==> src/rtl/ppg_phase_sequencer_pkg.sv <==
// ppg_pkg: shared types and constants for the PPG phase sequencer.
// Contents: FSM state enum (the dark states exist only when PPG_AMBIENT_SUB_EN is
// defined), per-channel analog config struct, field widths and a constant log2 helper.
package ppg_pkg;
    localparam int DC_W    = 7;
    localparam int PGA_W   = 4;
    localparam int DRIVE_W = 4;

    typedef enum logic [2:0] {
        IDLE,
        RED_SETTLE,
        RED_ACQ,
        IR_SETTLE,
        IR_ACQ,
`ifdef PPG_AMBIENT_SUB_EN
        DARK_SETTLE,
        DARK_ACQ,
`endif
        PUBLISH
    } ppg_state_t;

    typedef struct packed {
        logic [DC_W-1:0]  dc;
        logic [PGA_W-1:0] pga;
    } ch_cfg_t;

    function automatic int log2_cyc(input int n);
        int r = 0;
        for (int i = 0; i < 31; i++) if ((1 << i) < n) r = i + 1;
        return r;
    endfunction
endpackage

==> src/rtl/ppg_phase_sequencer_if.sv <==
// ppg_phase_sequencer_if: result-pair handshake between the sequencer and its consumer.
// Signals: red_value/ir_value (averaged pair), out_valid, out_ready, overrun (sticky).
// master = sequencer (producer), slave = downstream SpO2/heart-rate logic.
interface ppg_phase_sequencer_if #(parameter int ADC_W = 8);
    logic [ADC_W-1:0] red_value;
    logic [ADC_W-1:0] ir_value;
    logic             out_valid;
    logic             out_ready;
    logic             overrun;

    modport master (output red_value, ir_value, out_valid, overrun, input out_ready);
    modport slave  (input red_value, ir_value, out_valid, overrun, output out_ready);
endinterface

==> src/rtl/ppg_phase_sequencer_box_avg.sv <==
// ppg_box_avg: box averager over SAMPLE_CYC consecutive ADC samples.
// Ports: CLK, rst_n (async active-low), en (accumulate; low clears), adc (sample in),
// avg (truncated mean, valid with done), done (pulse on the cycle of the last sample).
module ppg_box_avg
    import ppg_pkg::*;
#(
    parameter int ADC_W      = 8,
    parameter int SAMPLE_CYC = 8
) (
    input  logic             CLK,
    input  logic             rst_n,
    input  logic             en,
    input  logic [ADC_W-1:0] adc,
    output logic [ADC_W-1:0] avg,
    output logic             done
);
    localparam int L  = log2_cyc(SAMPLE_CYC);
    localparam int SW = ADC_W + L;

    logic [SW-1:0] acc;
    logic [SW-1:0] sum;
    logic [L-1:0]  cnt;

    // The final sample is folded in combinationally so avg is ready with done.
    assign sum  = acc + SW'(adc);
    assign done = en && (cnt == L'(SAMPLE_CYC - 1));
    assign avg  = ADC_W'(sum >> L);

    always_ff @(posedge CLK or negedge rst_n) begin
        if (!rst_n) begin
            acc <= '0;
            cnt <= '0;
        end else if (!en || done) begin
            acc <= '0;
            cnt <= '0;
        end else begin
            acc <= sum;
            cnt <= cnt + 1'b1;
        end
    end
endmodule

==> src/rtl/ppg_phase_sequencer.sv <==
// ppg_phase_sequencer: time-multiplexes RED/IR LEDs, applies per-channel DC/PGA,
// waits SETTLE_CYC cycles, box-averages SAMPLE_CYC ADC samples per phase and
// publishes a RED/IR pair per frame over a valid/ready handshake.
// Ports: CLK, rst_n (async active-low), enable, cfg_load + cfg_* (shadow config),
// adc, LED_RED/LED_IR/LED_DRIVE, DC_Comp/PGA_Gain (analog front end),
// res (master: red_value, ir_value, out_valid, out_ready, overrun).
// Build option: PPG_AMBIENT_SUB_EN adds a dark phase and subtracts its average.
module ppg_phase_sequencer
    import ppg_pkg::*;
#(
    parameter int SETTLE_CYC = 4,
    parameter int SAMPLE_CYC = 8,
    parameter int ADC_W      = 8
) (
    input  logic               CLK,
    input  logic               rst_n,
    input  logic               enable,
    input  logic               cfg_load,
    input  logic [DC_W-1:0]    cfg_red_dc,
    input  logic [PGA_W-1:0]   cfg_red_pga,
    input  logic [DC_W-1:0]    cfg_ir_dc,
    input  logic [PGA_W-1:0]   cfg_ir_pga,
    input  logic [DRIVE_W-1:0] cfg_led_drive,
    input  logic [ADC_W-1:0]   adc,
    output logic               LED_RED,
    output logic               LED_IR,
    output logic [DRIVE_W-1:0] LED_DRIVE,
    output logic [DC_W-1:0]    DC_Comp,
    output logic [PGA_W-1:0]   PGA_Gain,
    ppg_phase_sequencer_if.master res
);
    ppg_state_t         state, state_n;
    ch_cfg_t            shd_red, shd_ir, wrk_red, wrk_ir, red_src;
    logic [DRIVE_W-1:0] shd_drv, wrk_drv, drv_src;
    logic [3:0]         scnt;
    logic               settle, acq, settle_done, frame_start, done, publish;
    logic               red_n, ir_n, dark_n;
    logic [ADC_W-1:0]   avg, red_avg, ir_avg;
`ifdef PPG_AMBIENT_SUB_EN
    logic [ADC_W-1:0]   dark_avg;

    assign settle = state inside {RED_SETTLE, IR_SETTLE, DARK_SETTLE};
    assign acq    = state inside {RED_ACQ, IR_ACQ, DARK_ACQ};
    assign dark_n = state_n inside {DARK_SETTLE, DARK_ACQ};
`else
    assign settle = state inside {RED_SETTLE, IR_SETTLE};
    assign acq    = state inside {RED_ACQ, IR_ACQ};
    assign dark_n = 1'b0;
`endif
    assign red_n       = state_n inside {RED_SETTLE, RED_ACQ};
    assign ir_n        = state_n inside {IR_SETTLE, IR_ACQ};
    assign settle_done = settle && (scnt == 4'(SETTLE_CYC - 1));
    assign publish     = state == PUBLISH;
    // Working config is loaded on the frame-start edge, so the RED outputs
    // registered on that same edge must come straight from the shadow.
    assign frame_start = (state_n == RED_SETTLE) && (state != RED_SETTLE);
    assign red_src     = frame_start ? shd_red : wrk_red;
    assign drv_src     = frame_start ? shd_drv : wrk_drv;

    ppg_box_avg #(.ADC_W(ADC_W), .SAMPLE_CYC(SAMPLE_CYC)) u_avg (
        .CLK  (CLK),
        .rst_n(rst_n),
        .en   (acq),
        .adc  (adc),
        .avg  (avg),
        .done (done)
    );

    always_comb begin
        state_n = state;
        case (state)
            IDLE:        state_n = enable ? RED_SETTLE : IDLE;
            RED_SETTLE:  if (settle_done) state_n = RED_ACQ;
            RED_ACQ:     if (done) state_n = IR_SETTLE;
            IR_SETTLE:   if (settle_done) state_n = IR_ACQ;
`ifdef PPG_AMBIENT_SUB_EN
            IR_ACQ:      if (done) state_n = DARK_SETTLE;
            DARK_SETTLE: if (settle_done) state_n = DARK_ACQ;
            DARK_ACQ:    if (done) state_n = PUBLISH;
`else
            IR_ACQ:      if (done) state_n = PUBLISH;
`endif
            default:     state_n = enable ? RED_SETTLE : IDLE;
        endcase
        if (!enable) state_n = IDLE;
    end

    always_ff @(posedge CLK or negedge rst_n) begin
        if (!rst_n) begin
            state         <= IDLE;
            scnt          <= '0;
            shd_red       <= '0;
            shd_ir        <= '0;
            shd_drv       <= '0;
            wrk_red       <= '0;
            wrk_ir        <= '0;
            wrk_drv       <= '0;
            red_avg       <= '0;
            ir_avg        <= '0;
`ifdef PPG_AMBIENT_SUB_EN
            dark_avg      <= '0;
`endif
            LED_RED       <= 1'b0;
            LED_IR        <= 1'b0;
            LED_DRIVE     <= '0;
            DC_Comp       <= '0;
            PGA_Gain      <= '0;
            res.red_value <= '0;
            res.ir_value  <= '0;
            res.out_valid <= 1'b0;
            res.overrun   <= 1'b0;
        end else begin
            state <= state_n;
            scnt  <= (settle && !settle_done) ? scnt + 4'd1 : 4'd0;
            if (cfg_load) begin
                shd_red <= {cfg_red_dc, cfg_red_pga};
                shd_ir  <= {cfg_ir_dc, cfg_ir_pga};
                shd_drv <= cfg_led_drive;
            end
            if (frame_start) begin
                wrk_red <= shd_red;
                wrk_ir  <= shd_ir;
                wrk_drv <= shd_drv;
            end
            LED_RED   <= red_n;
            LED_IR    <= ir_n;
            LED_DRIVE <= (red_n || ir_n) ? drv_src : '0;
            DC_Comp   <= red_n ? red_src.dc : ir_n ? wrk_ir.dc : '0;
            PGA_Gain  <= red_n ? red_src.pga : (ir_n || dark_n) ? wrk_ir.pga : '0;
            if (done && state == RED_ACQ) red_avg <= avg;
            if (done && state == IR_ACQ) ir_avg <= avg;
`ifdef PPG_AMBIENT_SUB_EN
            if (done && state == DARK_ACQ) dark_avg <= avg;
            if (publish) begin
                res.red_value <= (red_avg > dark_avg) ? red_avg - dark_avg : '0;
                res.ir_value  <= (ir_avg > dark_avg) ? ir_avg - dark_avg : '0;
            end
`else
            if (publish) begin
                res.red_value <= red_avg;
                res.ir_value  <= ir_avg;
            end
`endif
            // A publish coinciding with an accept keeps valid high for the new pair.
            res.out_valid <= publish || (res.out_valid && !res.out_ready);
            res.overrun   <= res.overrun || (publish && res.out_valid && !res.out_ready);
        end
    end
endmodule

==> src/flat_wrapper.sv <==
// flat-port wrapper written by rule: the top's interface ports become plain ports
module ppg_phase_sequencer_flat import ppg_pkg::*;
#(
    parameter int SETTLE_CYC = 4,
    parameter int SAMPLE_CYC = 8,
    parameter int ADC_W      = 8
)
  (CLK, rst_n, enable, cfg_load, cfg_red_dc, cfg_red_pga, cfg_ir_dc, cfg_ir_pga, cfg_led_drive, adc, LED_RED, LED_IR, LED_DRIVE, DC_Comp, PGA_Gain, res_red_value, res_ir_value, res_out_valid, res_overrun, res_out_ready);
  ppg_phase_sequencer_if #(.ADC_W(ADC_W)) res_i ();
  input  logic CLK;
  input  logic rst_n;
  input  logic enable;
  input  logic cfg_load;
  input  logic [DC_W-1:0] cfg_red_dc;
  input  logic [PGA_W-1:0] cfg_red_pga;
  input  logic [DC_W-1:0] cfg_ir_dc;
  input  logic [PGA_W-1:0] cfg_ir_pga;
  input  logic [DRIVE_W-1:0] cfg_led_drive;
  input  logic [ADC_W-1:0] adc;
  output logic LED_RED;
  output logic LED_IR;
  output logic [DRIVE_W-1:0] LED_DRIVE;
  output logic [DC_W-1:0] DC_Comp;
  output logic [PGA_W-1:0] PGA_Gain;
  output wire logic [$bits(res_i.red_value)-1:0] res_red_value;
  output wire logic [$bits(res_i.ir_value)-1:0] res_ir_value;
  output wire logic [$bits(res_i.out_valid)-1:0] res_out_valid;
  output wire logic [$bits(res_i.overrun)-1:0] res_overrun;
  input wire logic [$bits(res_i.out_ready)-1:0] res_out_ready;
  assign res_red_value = res_i.red_value;
  assign res_ir_value = res_i.ir_value;
  assign res_out_valid = res_i.out_valid;
  assign res_overrun = res_i.overrun;
  assign res_i.out_ready = res_out_ready;
  ppg_phase_sequencer #(.SETTLE_CYC(SETTLE_CYC), .SAMPLE_CYC(SAMPLE_CYC), .ADC_W(ADC_W)) u_core (.CLK(CLK), .rst_n(rst_n), .enable(enable), .cfg_load(cfg_load), .cfg_red_dc(cfg_red_dc), .cfg_red_pga(cfg_red_pga), .cfg_ir_dc(cfg_ir_dc), .cfg_ir_pga(cfg_ir_pga), .cfg_led_drive(cfg_led_drive), .adc(adc), .LED_RED(LED_RED), .LED_IR(LED_IR), .LED_DRIVE(LED_DRIVE), .DC_Comp(DC_Comp), .PGA_Gain(PGA_Gain), .res(res_i));
endmodule
==> config.mk <==
export PLATFORM = sky130hd
export DESIGN_NAME = ppg_phase_sequencer_flat
export DESIGN_NICKNAME = d
export VERILOG_FILES = /design/src/rtl/ppg_phase_sequencer_pkg.sv /design/src/rtl/ppg_phase_sequencer_if.sv /design/src/rtl/ppg_phase_sequencer_box_avg.sv /design/src/rtl/ppg_phase_sequencer.sv /design/src/flat_wrapper.sv
export SDC_FILE = /design/constraint.sdc
export NUM_CORES = 1
export LEC_CHECK = 0
export BUFFER_PORTS_ARGS = -buffer_cell sky130_fd_sc_hd__buf_2
export CAP_MARGIN = 25
export CORE_MARGIN = 5
export CORE_UTILIZATION = 35
export CTS_CLUSTER_DIAMETER = 200
export DETAILED_ROUTE_END_ITERATION = 8
export GPL_TIMING_DRIVEN = 0
export SLEW_MARGIN = 5
export SYNTH_ARGS = -nofsm -noshare
export SYNTH_HDL_FRONTEND = slang
export SYNTH_SLANG_ARGS = --single-unit
==> constraint.sdc <==
create_clock -name CLK -period 1.95 [get_ports CLK]
set_input_delay 0.2925 -clock CLK [delete_from_list [all_inputs] [get_ports CLK]]
set_output_delay 0.2925 -clock CLK [all_outputs]
set_load 0.01 [all_outputs]
Yosys cells after proc, flatten, opt, wreduce, memory -nomap -nowiden. Index checks and enable logic that the tools add are counted.

Register bits: 124. Latch bits: 0. Memory bits (writable): 0. Memory bits (read-only): 0. Input bits: 39. Output and inout bits: 35. Logic and storage cells: 76. Memories: 0.

$add $sub $neg: 3. Multiply operators: 0. Div/mod/pow operators: 0. Order comparisons: 0. Equality and inequality tests: 12. Shift operators: 0. Muxes and demuxes: 16. Bitwise operators: 0. Reduce and logical (&&, ||, !) cells: 20.

Operator list (count): $mux W11 (2); $mux W4 (5); $mux W3 (6); $mux W7 (2); $eq A3 B2 Y1 const B (4); $eq A3 B3 Y1 const B (4); $pmux W3 S4 (1); $add A11 B8 Y11 (1); $logic_and A1 B1 Y1 (9); $reduce_bool A2 Y1 (4); $eq A3 B1 Y1 const B (2); $add A4 B1 Y4 const B (1); $eq A4 B2 Y1 const B (1); $logic_or A1 B1 Y1 (4); $add A3 B1 Y3 const B (1); $logic_not A1 Y1 (3); $ne A3 B1 Y1 const B (1).

Logic depth before layout (Yosys ltp). Gate-level depths: netlist of the first run.

Depth after elaboration: 10. Gate-level depth with buffers: 7. Gate-level depth less buffers: 7.

By module. Synthesis of the first run repeated with hierarchy kept, for this count alone.

Cells, all modules: 355. Area total of the unflattened synthesis: 5148.7 um^2.

By module, submodules not included: ppg_phase_sequencer (times used 1, cells each 271, area an instance 4249.1 um^2, sequential area each 2752.6 um^2); ppg_box_avg (times used 1, cells each 84, area an instance 899.6 um^2, sequential area each 350.3 um^2).

Worst setup path before layout of the first run. Ideal clock, no wire load.

Path kind: flip-flop to flip-flop. Start point: register u_core.u_avg.acc[0]. End point: register u_core.ir_avg[7]. Library setup time: 132 ps. Arrival time: 1916 ps. Data required time: 1818 ps. Setup slack: -97 ps. Stages on the path, launching flop included: 8. Buffers on the path: 0. Period minus slack after synthesis: 2047 ps. Cells stage by stage: dfrtp_1 ha_1 fa_1 a211oi_1 o21ai_0 o311ai_1 xor2_1 o21ai_0.

Longest elaborated chain between the ends: 1.

RTL lines: from (decl) (line ppg_phase_sequencer_box_avg.sv:20) `logic [SW-1:0] acc;`; from (signal assigned) (line ppg_phase_sequencer_box_avg.sv:37) `acc <= sum;`; $add A11 B8 Y11 (line ppg_phase_sequencer_box_avg.sv:25) `assign sum = acc + SW'(adc);`; to (signal assigned) (line ppg_phase_sequencer.sv:131) `if (done && state == IR_ACQ) ir_avg <= avg;`; to (decl) (line ppg_phase_sequencer.sv:38) `logic [ADC_W-1:0] avg, red_avg, ir_avg;`.

Every way passes these cells. A chain may end at the register's enable or synchronous reset.

Worst setup path after layout of the first run.
Start point: register u_core.u_avg.acc[0]. End point: register u_core.red_avg[7].

Longest elaborated chain between the ends: 1.

RTL lines: $add A11 B8 Y11 (line ppg_phase_sequencer_box_avg.sv:25); to (signal assigned) (line ppg_phase_sequencer.sv:130) `if (done && state == RED_ACQ) red_avg <= avg;`; to (decl) (line ppg_phase_sequencer.sv:38).

Every way passes these cells.

==> results of run 1 <==
[report_power, final]
part | leakage [nW] | internal [mW] | switching (mW) | total, mW
combinational | 1.29 | 0.369 | 0.333 | 0.702
sequential | 1.52 | 2.85 | 0.103 | 2.95
clock | 0.338 | 2.53 | 1.15 | 3.68
[flip-flops by register name (all words and copies together), names as in the netlist, 7 cells and up]
register / flops
u_core.wrk_red: 11
u_core.res.red_value: 8
u_core.DC_Comp: 7
u_core.u_avg.acc: 11
u_core.shd_red: 11
u_core.wrk_ir: 11
u_core.red_avg: 8
u_core.shd_ir: 11
u_core.ir_avg: 8
u_core.res.ir_value: 8
[routing by layer]
| layer | vias up | global-route usage [%] |
|---|---|---|
| met5 | - | 0 |
| met4 | 0 | 5.868 |
| met3 | 23 | 4.953 |
| met2 | 87 | 22.23 |
| met1 | 1592 | 15.93 |
| li1 | 1500 | - |
[critical path, stage by stage (launching register included)]
cell and delay [ns]:
dfrtp_1 0.40, ha_4 0.18, fa_2 0.41, a211oi_2 0.22
o21ai_2 0.11, o311ai_2 0.25, xor2_1 0.19, buf_4 0.15
o21ai_1 0.06
[synth_stat cells (3+ instances only)]
cell type	n	share of area, %
dfrtp_1	124	62
mux2_2	64	14
nor2_1	25	1.9
nand2_1	21	1.6
o21ai_0	15	1.5
a21oi_1	11	1.1
a22o_1	11	1.9
ha_1	11	2.7
inv_1	7	0.52
nand2b_1	6	0.75
xnor2_1	5	0.87
xor2_1	5	0.87
buf_4	4	0.60
clkbuf_1	4	0.30
mux2_4	4	1.2
o21a_1	4	0.60
a21o_1	3	0.45
buf_1	3	0.22
mux2i_1	3	0.60
nand3_1	3	0.30
[area by class of cell]
class	instances	share of cell area, %
clock inverter	15	4.083
buffer	13	1.164
multi-input combinational	225	30.09
tap	180	3.434
clock buffer	17	6.487
sequential	124	47.32
timing repair buffer	81	7.022
inverter	7	0.4007
[what timing repair did]
item	4_1_cts	5_1_grt
hold endpoints to repair	55	0
resized for setup	15	18
hold buffers	1	0
setup buffers	3	4
pin swaps	8	10
setup endpoints to repair	19	30
gates cloned	0	0
[metrics by stage]
step	cell area (sq um)	utilization (%)	hold slack [ns]	worst slack [ns]
6_report	6558	46.88	0.1054	-0.1360
5_1_grt	6558	46.88	0.08495	-0.2292
4_1_cts	6442	46.06	0.08321	-0.1033
2_1_floorplan	5047	-	-0.003091	0.004934
3_5_place_dp	5667	40.51	0.2867	-0.2878
3_3_place_gp	5633	40.27	0.4213	-0.9645
[placed cells by master, fill, tap and decap left out, types with 2 or more instances in the layout]
cell type  netlist  routed
a21o_1           3       3
a21oi_1         11       7
a21oi_2          1       4
a22o_1          11      11
and2_1           2       2
and2b_1          2       2
buf_1            3       3
buf_2            1      71
buf_4            4      10
buf_6            1       3
bufinv_16        0       7
clkbuf_1         4       3
clkbuf_16        0      17
clkinv_2         0       3
clkinv_4         0       2
dfrtp_1        124     124
ha_1            11       9
inv_1            7       7
inv_6            0       2
mux2_2          64      64
mux2_4           4       4
mux2i_1          3       2
nand2_1         21      20
nand2b_1         6       6
nand3_1          3       3
nor2_1          25      25
nor2b_1          2       2
nor3b_1          2       2
o21a_1           4       4
o21ai_0         15       6
o21ai_1          1       8
o21ai_2          0       2
o311a_1          2       2
xnor2_1          5       2
xnor2_4          0       2
xor2_1           5       4
xor2_2           1       2
[cells by family (layout without fill, tap and decap cells)]
| family | Yosys count | in the layout | synth area share [%] |
|---|---|---|---|
| simple gates | 70 | 70 | 6.733 |
| fa+ha+maj | 12 | 12 | 3.130 |
| compound gates | 61 | 61 | 8.398 |
| mux | 71 | 71 | 16.10 |
| flops | 124 | 124 | 61.61 |
| xor+xnor | 11 | 11 | 2.062 |
| buf+inv | 20 | 133 | 1.963 |
[worst max-delay path by stage]
stage	end	slack, ns	depth (start not counted)
after floorplan	u_core.ir_avg[7]	0.005	7
after global placement	u_core.shd_ir[0]	-0.96	1
after detailed placement	u_core.ir_avg[7]	-0.29	8
after CTS	u_core.ir_avg[7]	-0.10	8
after global routing	u_core.red_avg[7]	-0.23	8
final	u_core.red_avg[7]	-0.14	8
==> qor.csv, run 1 <==
metric;value;unit
Die Y;130.0;microns
DR vias/cell;4.837;
initial antenna violation count;0;
CTS Root Cell;clkbuf_16;
Worst R2R End;u_core.red_avg[7];
vias post-DR;3202;
grt total ovfl;0;
synthesized area;5036;sq um
worst r2r path cells;8;
routed len/inst;15.87;microns
area grow syn2layout;30.21;%
Critical Path Fanout Max;3;
number of CTS-inserted buffers;17;
Max Transition Viols Final;0;
post-synthesis register bit count;124;
first-pass GRT wire length;17480;microns
CP Capture Type;flop;
Mean Syn Cell Area;13.65;sq um
Final Power;7.331;mW
crit path kind;flop to flop;
post-synthesis sequential area ratio;61.61;%
Reg clk slew, reported paths;0.06;ns
H-Tree Depth;4;
hpwl dp;7235;microns
setup TNS;-0.9337;ns
R2R setup slack;-0.14;ns
period utilization;107.0;%
Hold Crit Depth;2;
leakage;3.151;nW
final net count;520;
gr usage total;13.51;%
cell area power density;1118;nW/um^2
top sig layer;met4;
final setup margin;-0.1360;ns
relative slew slack;55.94;%
DRC Markers;0;
drt first pass iters;4;
ANT nets after route;0;
core area;13990;sq um
register area;3103;sq um
layout cells sized above 1;44.19;%
Synth Warn #;0;
Final min period;2.086;ns
Fin. Hold Viols;0;
fillers;1265;
Initial Util;36.00;%
num rows;43;
Finished Layout Cells;662;
Placed Cells;622;
EDFF count, synth;0;
worst hold path type;input port to flop;
Setup Skew;0.006594;ns
starting DRC count in detailed routing;103;
global placement routability congestion;0.7707;
Max IR drop VDD;0.8109;mV
met1 wire length;4357;microns
Worst setup SP type;flop;
syn_nets;420;
Die ar.;16890;sq um
num ports;74;
RR Startpoint;u_core.u_avg.acc[0];
metal3 WL;630;microns
# setup viols final;10;
outcome;complete, but fails checks;
Hold Startpoint;cfg_ir_dc[3];
Worst-Margin Slew;0.6609;ns
Worst Hold End;u_core.shd_ir[7];
CTS Buffer Depth;2;
crit path from;u_core.u_avg.acc[0];
unrepaired setup endpoints after global routing;true;
largest net degree at the start of global routing;70;
Skew-Pair Late Insertion Delay;0.42;ns
maximum capacitance violations;0;
ys async rst share;100.0;%
Multi-input gate area;1973;sq um
PortBufs;72;
DIE WIDTH;130.0;microns
final wirelength;10510;microns
fmax;479.4;MHz
ys flop type;dfrtp_1;
Synth cell types;50;
Post-Syn Instances;369;
CTS tree;done;
clock net sink count;124;
Worst EP arrival;2.38;ns
vias in the first global route;3475;
critical path required time;2.24;ns
WL met2;5291;microns
# diodes;0;
failing checks;negative setup slack;
Power figures use the tool's default switching activity.
==> run 2: changes to the inputs <==
--- a/config.mk
+++ b/config.mk
@@ -5,6 +5,7 @@
 export SDC_FILE = /design/constraint.sdc
 export NUM_CORES = 1
 export LEC_CHECK = 0
+export ABC_AREA = 1
 export BUFFER_PORTS_ARGS = -buffer_cell sky130_fd_sc_hd__buf_2
 export CAP_MARGIN = 25
 export CORE_MARGIN = 5
==> run 2 against run 1 <==
Against the previous run: combinational power decreased by 5.1%; sequential power decreased by 2%; total power decreased by 7.7%; synthesized cell count increased by 46%; via count increased by 18%; clock skew increased by 0.0042 ns; clock power decreased by 13%; the run now ends clean; sequential share of layout area decreased by 0.054 points; cell count increased by 26%.
==> qor.csv, run 2 <==
metric;value;unit;change
Worst-Margin Slew;0.5839;ns;-0.07696 ns
worst r2r path cells;8;;unchanged
xor-xnor portion of the synthesized cell area;1.167;%;-0.90 points
synthesized area;5254;sq um;+4.3%
Placed Cells;796;;+28%
Synth Warn #;0;;unchanged
Max IR drop VDD;0.7421;mV;-8.5%
DIE WIDTH;132.5;microns;+2.0%
Worst EP arrival;2.08;ns;-0.30 ns
Mean Syn Cell Area;9.747;sq um;-29%
Worst R2R End;u_core.ir_avg[3];;
ranking of synthesized cells by area;dfrtp_1 59%, nand2_1 9.6%, inv_1 4.9%;;
maximum capacitance violations;0;;unchanged
first-pass GRT wire length;19020;microns;+8.8%
core area;14640;sq um;+4.7%
gr usage total;13.37;%;-0.14 points
Finished Layout Cells;831;;+26%
Critical Path Fanout Max;3;;unchanged
Hold Startpoint;cfg_red_pga[2];;
leakage;3.499;nW;+11%
area fraction of the dominant cell type after synthesis;59.06;%;-2.6 points
cell area power density;1031;nW/um^2;-7.8%
ANT nets after route;0;;unchanged
worst hold path type;input port to flop;;
area grow syn2layout;24.96;%;
crit path kind;flop to flop;;
critical path required time;2.23;ns;about the same
ys flop type;dfrtp_1;;
vias post-DR;3788;;+18%
syn_nets;590;;+40%
adder-cell share of the synthesized area;3.001;%;-0.13 points
largest family of logic cells by synthesized area;simple AND/OR/NAND/NOR gates;;
H-Tree Depth;4;;unchanged
Die ar.;17560;sq um;+4.0%
RR Startpoint;u_core.u_avg.acc[0];;
mux share of post-synthesis cell area;3.858;%;-12 points
outcome;completed;;
num rows;44;;+2.3%
fillers;1405;;+11%
initial antenna violation count;0;;unchanged
fmax;557.4;MHz;+16%
simple-gate area share of the yosys netlist;19.20;%;+12 points
unrepaired setup endpoints after global routing;false;;
period utilization;92.01;%;-15 points
most common cell after layout, fill and taps aside;nand2_1;;
DR vias/cell;4.558;;-5.8%
Synth cell types;35;;-30%
R2R setup slack;0.16;ns;+0.29 ns
number of CTS-inserted buffers;17;;unchanged
relative slew slack;61.07;%;+5.1 points
Initial Util;35.88;%;-0.13 points
Fin. Hold Viols;0;;unchanged
DRC Markers;0;;unchanged
CTS tree;done;;
Worst Hold End;u_core.shd_red[2];;
ys async rst share;100.0;%;unchanged
PortBufs;72;;unchanged
Die Y;132.5;microns;+2.0%
Final min period;1.794;ns;-0.2918 ns
Setup Skew;0.01076;ns;+0.004166 ns
post-synthesis register bit count;124;;unchanged
largest area contributor in the netlist;dfrtp_1;;
grt total ovfl;0;;unchanged
most numerous cell in the Yosys netlist;nand2_1;;
largest net degree at the start of global routing;64;;-8.6%
CTS Buffer Depth;2;;unchanged
Max Transition Viols Final;0;;unchanged
hpwl dp;7745;microns;+7.0%
num ports;74;;unchanged
Reg clk slew, reported paths;0.05;ns;about the same
Post-Syn Instances;539;;+46%
clock net sink count;124;;unchanged
# diodes;0;;unchanged
post-synthesis sequential area ratio;59.06;%;-2.6 points
Final Power;6.769;mW;-7.7%
routed len/inst;13.12;microns;-17%
final net count;685;;+32%
# setup viols final;0;;-10
Hold Crit Depth;3;;+1
layout cells sized above 1;23.49;%;-21 points
EDFF count, synth;0;;unchanged
Worst setup SP type;flop;;
final wirelength;10900;microns;+3.7%
commonest cells in the netlist;134 x nand2_1, 124 x dfrtp_1, 68 x inv_1, 46 x o21ai_0, 34 x nand3_1;;
Skew-Pair Late Insertion Delay;0.41;ns;about the same
CP Capture Type;flop;;
global placement routability congestion;0.7850;;+1.9%
drt first pass iters;4;;unchanged
commonest cells after routing, fill and taps aside;131 x nand2_1, 124 x dfrtp_1, 73 x buf_2, 68 x inv_1, 44 x o21ai_0;;
CTS Root Cell;clkbuf_16;;
Synth Area in Compound Gates;6.835;%;-1.6 points
vias in the first global route;4006;;+15%
starting DRC count in detailed routing;176;;+71%
run 2: changes by cell type in the layout (fill, tap and decap cells not counted), sizes merged, moves of 13 or more:
| cell | change |
|---|---|
| o21ai | +38 |
| mux2 | -50 |
| nand3 | +34 |
| clkbuf | +13 |
| nand2 | +118 |
| inv | +60 |
run 2: where the power goes:
part           internal [mW]  total (mW)  switching (mW)
Combinational          0.262       0.666           0.404
Clock                   2.14        3.21            1.07
Sequential              2.81        2.89          0.0818
run 2: critical path, cell delays in order (launching register included):
cell     delay [ns]
dfrtp_1        0.36
ha_1           0.22
fa_2           0.37
nand2_2        0.08
o21ai_2        0.08
a21oi_2        0.17
xor2_1         0.16
buf_4          0.15
o21ai_0        0.07
run 2: how the worst max path moves through the flow:
stage                        start                end  slack, ns  cells past startpoint
6_report       u_core.u_avg.acc[0]   u_core.ir_avg[3]       0.16                      8
5_1_grt        u_core.u_avg.cnt[0]   u_core.ir_avg[5]      0.008                      7
4_1_cts        u_core.u_avg.acc[0]   u_core.ir_avg[5]       0.01                      8
3_5_place_dp                adc[0]  u_core.red_avg[5]      -0.20                      9
3_3_place_gp                 rst_n  u_core.shd_red[9]      -0.93                      1
2_1_floorplan  u_core.u_avg.acc[0]   u_core.ir_avg[3]       0.24                      7
run 2: cell type report:
class	count	area, sq um	share of cell area (%)
multi-input cells	329	1841	28.04
plain buffers	17	103.9	1.582
well taps	184	230.2	3.507
repair buffers	76	419.2	6.385
inverters	69	261.5	3.983
flip-flops and latches	124	3103	47.27
clock inverters	6	107.6	1.639
clock buffers	26	499.2	7.604
run 2: repair_timing:
action	4_1_cts	5_1_grt
hold buffers	1	0
resized for setup	4	10
buffers inserted	1	1
endpoints found under the setup margin	6	33
pin swaps	2	3
endpoints found under the hold margin	62	0
run 2: kinds of logic after synthesis:
logic type	after synthesis
xor gates and xnor gates	7
muxes	18
DFF	124
and+or+nand+nor	225
buffers and inverters	86
AOI/OAI and AO/OA	67
adders and majority gates	12
run 2: routing by layer:
layer | up-vias | global-route usage [%] | share of wire (%)
li1 | 1900 | - | -
met1 | 1786 | 17.07 | 46
met2 | 87 | 21.33 | 47
met3 | 15 | 4.366 | 5.6
met4 | 0 | 4.850 | 1.4
met5 | - | 0 | 0
run 2: per-stage QoR:
| stage | util [%] | hold slack (ns) | cell area, sq um | worst slack (ns) | setup TNS (ns) |
|---|---|---|---|---|---|
| 3_5_place_dp | 40.14 | 0.3145 | 5878 | -0.2027 | -0.7002 |
| 3_3_place_gp | 39.91 | 0.4212 | 5844 | -0.9316 | -115.34 |
| 4_1_cts | 44.47 | 0.06751 | 6513 | 0.01177 | 0 |
| 5_1_grt | 44.83 | 0.08022 | 6565 | 0.007827 | 0 |
| 6_report | 44.83 | 0.08455 | 6565 | 0.1558 | 0 |
| 2_1_floorplan | - | -0.003091 | 5254 | 0.2418 | 0 |
